## config.mk

```make
export PLATFORM = sky130hd
export DESIGN_NAME = accum_seq_arbiter
export DESIGN_NICKNAME = d
export VERILOG_FILES = /design/src/rtl/accum_seq_pkg.sv /design/src/rtl/accum_datapath.sv /design/src/rtl/accum_seq_arbiter.sv
export SDC_FILE = /design/constraint.sdc
export NUM_CORES = 1
export LEC_CHECK = 0
export CAP_MARGIN = 20
export CORE_MARGIN = 8
export CORE_UTILIZATION = 35
export CTS_CLUSTER_DIAMETER = 120
export DETAILED_ROUTE_END_ITERATION = 16
export GPL_ROUTABILITY_DRIVEN = 1
export GPL_TIMING_DRIVEN = 0
export PLACE_DENSITY_LB_ADDON = 0.12
export SLEW_MARGIN = 20
export SYNTH_ARGS = -nofsm -noshare
export SYNTH_HDL_FRONTEND = slang
export SYNTH_HIERARCHICAL = 1
export SYNTH_SLANG_ARGS = --single-unit
```

## constraint.sdc

```tcl
create_clock -name clk -period 5.8 [get_ports clk]
set_input_delay 1.45 -clock clk [delete_from_list [all_inputs] [get_ports clk]]
set_output_delay 1.45 -clock clk [all_outputs]
set_load 0.05 [all_outputs]
```

## src/rtl/accum_seq_pkg.sv

```systemverilog
// Shared types and default sizes for the series-sum arbiter.
package accum_seq_pkg;

   localparam int ACC_WIDTH = 6;
   localparam int ACC_CNT_W = 5;

   typedef enum logic [1:0] {
      IDLE = 2'd0,
      RUN  = 2'd1,
      DONE = 2'd2
   } state_t;

endpackage

```

## src/rtl/accum_datapath.sv

```systemverilog
// Running-sum datapath: W <= W + B, B <= B + 1, with carry out of W + B.
module accum_datapath
   import accum_seq_pkg::*;
#(
   parameter int WIDTH = ACC_WIDTH,
   parameter int CNT_W = ACC_CNT_W
) (
   input  logic             clk,
   input  logic             reset,
   input  logic             clr_i,
   input  logic             cnt_i,
   input  logic             load_w_i,
   output logic [WIDTH-1:0] sum_o,
   output logic             carry_o
);

   logic [WIDTH-1:0] w_q;
   logic [CNT_W-1:0] b_q;
   logic [WIDTH:0]   s_full;

   assign s_full  = {1'b0, w_q} + (WIDTH+1)'(b_q);
   assign sum_o   = s_full[WIDTH-1:0];
   assign carry_o = s_full[WIDTH];

   always_ff @(posedge clk) begin
      if (reset || clr_i) begin
         w_q <= '0;
         b_q <= '0;
      end else begin
         if (load_w_i) w_q <= s_full[WIDTH-1:0];
         if (cnt_i)    b_q <= b_q + 1'b1;
      end
   end

endmodule

```

## src/rtl/accum_seq_arbiter.sv

```systemverilog
// Two-requester arbiter and sequencer for the shared running-sum datapath.
// state | meaning
// IDLE  | no grant; pick a winner, latch its step count, clear datapath
// RUN   | one accumulation step per cycle until the step count expires
// DONE  | result/overflow valid, done pulses, pointer moves to other requester
module accum_seq_arbiter
   import accum_seq_pkg::*;
#(
   parameter int WIDTH = ACC_WIDTH,
   parameter int CNT_W = ACC_CNT_W
) (
   input  logic             clk,
   input  logic             reset,
   input  logic [1:0]       req,
   input  logic [CNT_W-1:0] n0,
   input  logic [CNT_W-1:0] n1,
   output logic [1:0]       gnt,
   output logic             busy,
   output logic             done,
   output logic             done_id,
   output logic [WIDTH-1:0] result,
   output logic             overflow
);

   state_t           state_q, state_d;
   logic             ptr_q, ptr_d;
   logic             winner_q, winner_d;
   logic [CNT_W-1:0] n_lat_q, n_lat_d;
   logic             ovf_acc_q, ovf_acc_d;
   logic [WIDTH-1:0] result_q, result_d;
   logic             overflow_q, overflow_d;
   logic             pick;
   logic [CNT_W-1:0] sel_n;
   logic             dp_clr, dp_step, dp_carry;
   logic [WIDTH-1:0] dp_sum;

   accum_datapath #(.WIDTH(WIDTH), .CNT_W(CNT_W)) u_dp (
      .clk      (clk),
      .reset    (reset),
      .clr_i    (dp_clr),
      .cnt_i    (dp_step),
      .load_w_i (dp_step),
      .sum_o    (dp_sum),
      .carry_o  (dp_carry)
   );

   assign pick  = (req == 2'b11) ? ptr_q : req[1];
   assign sel_n = pick ? n1 : n0;

   always_ff @(posedge clk) begin
      if (reset) begin
         state_q    <= IDLE;
         ptr_q      <= 1'b0;
         winner_q   <= 1'b0;
         n_lat_q    <= '0;
         ovf_acc_q  <= 1'b0;
         result_q   <= '0;
         overflow_q <= 1'b0;
      end else begin
         state_q    <= state_d;
         ptr_q      <= ptr_d;
         winner_q   <= winner_d;
         n_lat_q    <= n_lat_d;
         ovf_acc_q  <= ovf_acc_d;
         result_q   <= result_d;
         overflow_q <= overflow_d;
      end
   end

   // n_lat_q counts down the remaining RUN steps; terminal count is 1.
   always_comb begin
      state_d    = state_q;
      ptr_d      = ptr_q;
      winner_d   = winner_q;
      n_lat_d    = n_lat_q;
      ovf_acc_d  = ovf_acc_q;
      result_d   = result_q;
      overflow_d = overflow_q;
      dp_clr     = 1'b0;
      dp_step    = 1'b0;
      unique case (state_q)
         IDLE: begin
            if (req != 2'b00) begin
               winner_d  = pick;
               n_lat_d   = sel_n;
               ovf_acc_d = 1'b0;
               dp_clr    = 1'b1;
               if (sel_n == '0) begin
                  state_d    = DONE;
                  result_d   = '0;
                  overflow_d = 1'b0;
               end else begin
                  state_d = RUN;
               end
            end
         end
         RUN: begin
            dp_step   = 1'b1;
            ovf_acc_d = ovf_acc_q | dp_carry;
            n_lat_d   = n_lat_q - 1'b1;
            if (n_lat_q == CNT_W'(1)) begin
               state_d    = DONE;
               result_d   = dp_sum;
               overflow_d = ovf_acc_q | dp_carry;
            end
         end
         DONE: begin
            ptr_d   = ~winner_q;
            state_d = IDLE;
         end
         default: state_d = IDLE;
      endcase
   end

   assign busy     = (state_q != IDLE);
   assign gnt      = busy ? (winner_q ? 2'b10 : 2'b01) : 2'b00;
   assign done     = (state_q == DONE);
   assign done_id  = winner_q;
   assign result   = result_q;
   assign overflow = overflow_q;

endmodule

```

==> flow_metrics.tcl <==
set metrics [dict create \
    status "finished clean" \
    finalMaxSlewViolations 0 \
    ioPinCount 26 \
    clk_latency_ns 0.27 \
    arrival_ns 3.55 \
    fmax_ghz 0.300 \
    firstDrtPassIters 4 \
    grt_pass1_wl_mm 6.84 \
    synth_area_leaders "dfxtp_1 36%, ha_1 6.4%, nor2_1 5.0%" \
    hold_viol_final 0 \
    syn_inst 178 \
    slowest_stage "clkdlybuf4s50_1" \
    drc 0 \
    die_h_um 83.1 \
    vias_per_cell 5.36 \
    gr-total-overflow 0 \
    cts_buffers 3 \
    worst_setup_path_end_kind "register" \
    fp.dieW_um 83.1 \
    cts_buffer_depth 2 \
    mostFrequentLayoutCell "dfxtp_1" \
    path_max_fanout 10 \
    grt_pass1_vias 1482 \
    core_area_mm2 0.00435 \
    grt_antenna_before_repair 0 \
    rr_worst_depth 10 \
    met3WireLength_um 168 \
    die_area_mm2 0.00690 \
    hold_end "overflow" \
    critPathTopFamily "simple AND/OR/NAND/NOR gates" \
    start_util_pct 36.1 \
    worst-r2r-setup-slack_ns 3.70 \
    synth-edff-count 0 \
    num_antenna_cells 0 \
    finalNetCount 231 \
    synthArstFlopShare_pct 0 \
    route.antenna.remaining_nets 0 \
    utilization_pct 45.0 \
    dr.max_layer_used "met4" \
    crit_buf_inv 2 \
    yosysTopAreaCell "dfxtp_1" \
    htree_levels 1 \
    min_period_ns 3.33 \
    tightest_slew_ns 0.635 \
    hold_path.class "register to register" \
    worstHoldPathCells 1 \
    wl_mm 3.87 \
    timing.final.crit_share_pct 57.5 \
    setup_tns_ns 0 \
    io_buffers 25 \
    area_growth_syn_to_layout_pct 24.6 \
    grt_max_degree 17 \
    worstReg2RegEnd "ovf_acc_q" \
    ctsRootBufferMaster "clkbuf_8" \
    ys_types 50 \
    cp.depth 8 \
    cp_common_cell "nor2_1" \
    finClkSkew_ns 0.00236 \
    drv_cap 0 \
    track_usage_pct 11.3 \
    post_cts_resize_count 0 \
    max_stage_delay_ns 0.47 \
    worstPathRequired_ns 6.02 \
    cts_tree "yes" \
    cts.sinks 28 \
    crit_chain "clkdlybuf4s50_1, buf_2, nor2_1, nor3_1, nor2_1, nand3b_1, or3_1, nand3_1" \
    finish.instance_area_mm2 0.00196 \
    synth-seq-area-share_pct 35.6 \
    synth.avg_cell_area_um2 8.84 \
    vias 1389 \
    clk_pin_slew_ns 0.10 \
    wl_met2_mm 1.91 \
    hold_buffers 0 \
    yosys_most_used_dff "dfxtp_1" \
    setup_viol 0 \
    synth_area_mm2 0.00157 \
    synth_top_cell_area_share_pct 35.6 \
    r2r_start "u_dp/b_q[0]" \
    yosys_warnings 6 \
    place_area_mm2 0.00189 \
    synth_nets 201 \
    synth.ff_latch_count 28 \
    num_rows 24 \
    rsz0062_at_grt "no" \
    wire_per_inst_um 14.9 \
    cp-start-kind "primary input" \
    fillers 410 \
    finalPower_w 0.000635 \
    worstSetupPathType "primary input to register" \
    wl_met1_mm 1.77 \
    drt_iter0_drc 42 \
    p_leak_nw 0.794 \
    gp_congestion 0.700 \
    final_cell_mix "28 x dfxtp_1, 25 x clkdlybuf4s50_1, 21 x nor2_1, 11 x inv_1" \
    dp_hpwl_mm 3.06 \
    irDropWorstVdd_mv 0.139 \
    drive_gt1_share_pct 8.70 \
    post_cts_buffers 0 \
    min_from "overflow" \
    slew_headroom_pct 57.3 \
    power_density_mw_per_mm2 324 \
]
[cell type report]
cell class                      count  area [um2]  share of cell area, %
Buffer                              7        42.5                   2.17
Clock buffer                        3        41.3                   2.11
Clock inverter                      1        30.0                   1.53
Inverter                           11        41.3                   2.11
Multi-Input combinational cell    132         930                   47.4
Sequential cell                    28         561                   28.6
Tap cell                           52        65.1                   3.32
Timing Repair Buffer               25         250                   12.8
[through the flow]
stage / cells / hold slack (ns) / setup WS [ns]
finish: 259 / 0.463 / 2.47
global route: 259 / 0.504 / 2.32
CTS: 259 / 0.467 / 2.48
detailed placement: 255 / 0.444 / 2.20
global placement: 255 / 0.436 / 2.28
floorplan: 178 / 0.451 / 2.92
[worst max path at each step]
stage | startpoint | to | slack (ns)
2_1_floorplan | done_id | gnt[1] | 2.92
3_3_place_gp | req[1] | u_dp/w_q[5] | 2.28
3_5_place_dp | req[1] | u_dp/w_q[5] | 2.20
4_1_cts | state_q[1] | done | 2.48
5_1_grt | req[1] | u_dp/w_q[5] | 2.32
6_report | req[1] | u_dp/w_q[5] | 2.47
[Yosys cell counts, drive strengths merged (2+ instances only)]
cell type  number
nor2b           4
a211oi          4
xnor2           3
nand3b          4
or2             3
mux2i           4
buf             5
clkbuf          2
and3            5
o21a            4
and4            2
nand2b          2
a21oi           8
dfxtp          28
xor2            5
nor2           21
nand4           3
a22o            6
o21ai           8
nand3           2
or3             2
inv            11
a21boi          3
ha              8
nand2           6
or4b            2
nor3            8
[registers in the layout, summed over array words and instances, names as in the netlist]
| register | count |
|---|---|
| ovf_acc_q | 1 |
| n_lat_q | 5 |
| overflow | 1 |
| result | 6 |
| u_dp/w_q | 6 |
| done_id | 1 |
| state_q | 2 |
| u_dp/b_q | 5 |
| ptr_q | 1 |
[layer usage]
layer / track usage [%] / up-vias
met5: 0 / -
met4: 1.92 / 0
met3: 3.71 / 2
met2: 19.9 / 26
met1: 13.1 / 659
li1: - / 702
[report_power, final]
group	switching (W)	leakage [nW]	total, W	internal [W]
clock network	0.0000606	0.0357	0.000153	0.0000924
registers	0.0000170	0.228	0.000230	0.000213
logic	0.000153	0.530	0.000251	0.0000987
[worst register-to-register path, cell delays in order (launching register included)]
cell     delay, ns
dfxtp_1       0.42
ha_1          0.21
inv_1         0.06
fa_1          0.41
nor2b_1       0.13
o21a_1        0.14
o21a_1        0.16
o21a_1        0.15
nor2b_1       0.13
o21ai_0       0.08
a21oi_1       0.12
[kinds of logic (layout without fill, tap and decap cells)]
group	count (synthesis)	after routing	share of synthesized area [%]
multiplexers	4	4	2.54
adder cells (fa/ha/maj)	9	9	7.63
XOR/XNOR	8	8	4.45
AND/OR/NAND/NOR	67	67	23.4
buffers and inverters	18	47	5.33
AO/OA/AOI/OAI	44	44	21.1
flip-flops	28	28	35.6
Power figures use the tool's default switching activity.
==> edit, RTL diff (same flow settings) <==
Take the reset off `result_q` and load it in a clocked block of its own.
--- a/src/rtl/accum_seq_arbiter.sv
+++ b/src/rtl/accum_seq_arbiter.sv
@@ -55,5 +55,4 @@
          n_lat_q    <= '0;
          ovf_acc_q  <= 1'b0;
-         result_q   <= '0;
          overflow_q <= 1'b0;
       end else begin
@@ -63,7 +62,10 @@
          n_lat_q    <= n_lat_d;
          ovf_acc_q  <= ovf_acc_d;
-         result_q   <= result_d;
          overflow_q <= overflow_d;
       end
+   end
+
+   always_ff @(posedge clk) begin
+      result_q <= result_d;
    end
 
Check against the original RTL: differs if reset is asserted again (counterexample within 4 cycles, from zero or initial values and one cycle with reset high); with reset held inactive, the same outputs for 10 cycles.
==> edit against the original RTL <==
Via count down 3.3%; worst setup slack worse by 0.12 ns; critical path depth down 3; area after synthesis up 1.3%; first-iteration DRC count up 71%; worst hold slack better by 0.0066 ns; sequential cell count unchanged; non-clock buffer count down 1; register-to-register slack worse by 0.05 ns; fmax down 3.4%; power down 22%; routed wire length down 8.6%; cell area down 0.32%; global-route usage down 1.2 points; critical path type unchanged; critical endpoint is now result[0]$_SDFFCE_PN0P_; largest cell class unchanged.
==> edit: results (changes against the original RTL) <==
holdPathStages: 2  # was 1
place.gp.congestion: 0.750  # was 0.700
synthAdderAreaFrac_pct: 7.54  # was 7.63%
drive_gt1_share_pct: 5.39  # was 8.70%
place_ws_ns: 2.01  # was 2.20 ns
path_max_fanout: 6  # was 10
max_slew.worst_pin.slew_ns: 0.721  # was 0.635 ns
dpl_cell_area_mm2: 0.00191  # was 0.00189 mm²
drtIter0Drc: 72  # was 42
min_to: "ovf_acc_q$_SDFFE_PP0P_"  # was overflow$_SDFFE_PP0P_
skew_ns: 0.00351  # was 0.00236 ns
leakage_uw: 0.000768  # was 0.000794 µW
clk_pin_slew_ns: 0.09
dp_hpwl_mm: 2.77  # was 3.06 mm
avgRoutedWirePerCell_um: 13.8  # was 14.9 µm
seq_area_frac_synth_pct: 38.9  # was 35.6%
synth_fp_nets: 198  # was 201
post_cts_buffers: 0  # unchanged
grt_pass1_wl_mm: 5.98  # was 6.84 mm
irDropWorstVdd_v: 0.000125  # was 0.000139 V
min-delay-start: "ovf_acc_q$_SDFFE_PP0P_"  # was overflow$_SDFFE_PP0P_
nets: 228  # was 231
synth_top_family_by_area: "simple AND/OR/NAND/NOR gates"  # unchanged
regArea_um2: 621  # was 561 µm²
synth_area_leaders: "dfxtp_1 (28%), edfxtp_1 (11%), ha_1 (6.3%), nor2_1 (4.7%), o21a_1 (2.8%)"  # was dfxtp_1 (36%), ha_1 (6.4%), nor2_1 (5.0%), a22o_1 (3.3%), xor2_1 (2.8%)
ys_top_cells_by_count: "dfxtp_1 (22), nor2_1 (20), inv_1 (10), ha_1 (8), nand2_1 (8)"  # was dfxtp_1 (28), nor2_1 (21), inv_1 (11), ha_1 (8), o21ai_0 (8)
track_usage_pct: 10.2  # was 11.3%
synth_xor_area_share_pct: 4.40  # was 4.45%
synth_mux_area_share_pct: 2.51  # was 2.54%
antenna_found_initial: 0  # unchanged
r2r_setup_slack_ns: 3.65  # was 3.70 ns
fillers: 433  # was 410
outcome: "finished clean"  # unchanged
startpoint: "n0[1]"  # was req[1]
synth_edf_count: 6  # was 0
reg2reg_depth: 7  # was 10
ctsResizeCount: 0  # unchanged
r2r_start: "state_q[1]$_SDFFE_PP0P_"  # was u_dp/b_q[0]$_SDFFE_PP0P_
r2r_end: "u_dp/w_q[5]$_SDFFE_PP0P_"  # was ovf_acc_q$_SDFFE_PP0P_
sw_frac_of_total_pct: 34.2  # was 36.3%
synth-compound-area-share_pct: 18.3  # was 21.1%
vias: 1343  # was 1389
synth_cell_type_count: 49  # was 50
edit: critical path, stage by stage:
cell             delay, ns
clkdlybuf4s50_1       0.42
or4_1                 0.54
a211o_1               0.33
and2_4                0.16
a21oi_1               0.47
edit: through the flow:
stage | total power [µW] | std cells | hold WS (ns)
2_1_floorplan | 341 | 175 | 0.433
3_3_place_gp | 389 | 252 | 0.441
3_5_place_dp | 392 | 252 | 0.454
4_1_cts | 502 | 256 | 0.469
5_1_grt | 527 | 256 | 0.505
6_report | 493 | 256 | 0.469
edit: worst max path at each step:
| stage | to | slack [ns] |
|---|---|---|
| 2_1_floorplan | result[0]$_SDFFCE_PN0P_ | 2.66 |
| 3_3_place_gp | result[2]$_SDFFCE_PN0P_ | 2.04 |
| 3_5_place_dp | result[1]$_SDFFCE_PN0P_ | 2.01 |
| 4_1_cts | result[0]$_SDFFCE_PN0P_ | 2.32 |
| 5_1_grt | result[1]$_SDFFCE_PN0P_ | 2.25 |
| 6_report | result[0]$_SDFFCE_PN0P_ | 2.35 |
edit: area by class of cell:
cell class | instances | area share, %
Buffer | 6 | 2.24
Clock buffer | 3 | 2.11
Clock inverter | 1 | 0.192
Inverter | 11 | 2.11
Multi-Input combinational cell | 130 | 45.5
Sequential cell | 28 | 31.8
Tap cell | 52 | 3.33
Timing Repair Buffer | 25 | 12.8
edit: metal layers:
metal  global-route usage, %  vias to the layer above  routed length, µm
met2                    15.9                       17               1630
met3                    2.83                        2                123
li1                        -                      686                  -
met4                    2.83                        0                 19
met1                    13.2                      638               1760
met5                       0                        -                  0
edit: kinds of logic (layout without fill, tap and decap cells):
logic type	count (synthesis)	after routing
xor+xnor	8	8
mux	4	4
buf+inv	17	46
simple gates	67	67
flops	28	28
fa+ha+maj	9	9
compound gates	42	42
edit: power by group through the flow:
stage               clock network [µW]  logic, µW  registers [µW]
finish                             106        158             229
floorplan                            0       90.2             251
global placement                     0        156             233
global route                       123        172             231
detailed placement                   0        159             234
CTS                                113        159             229
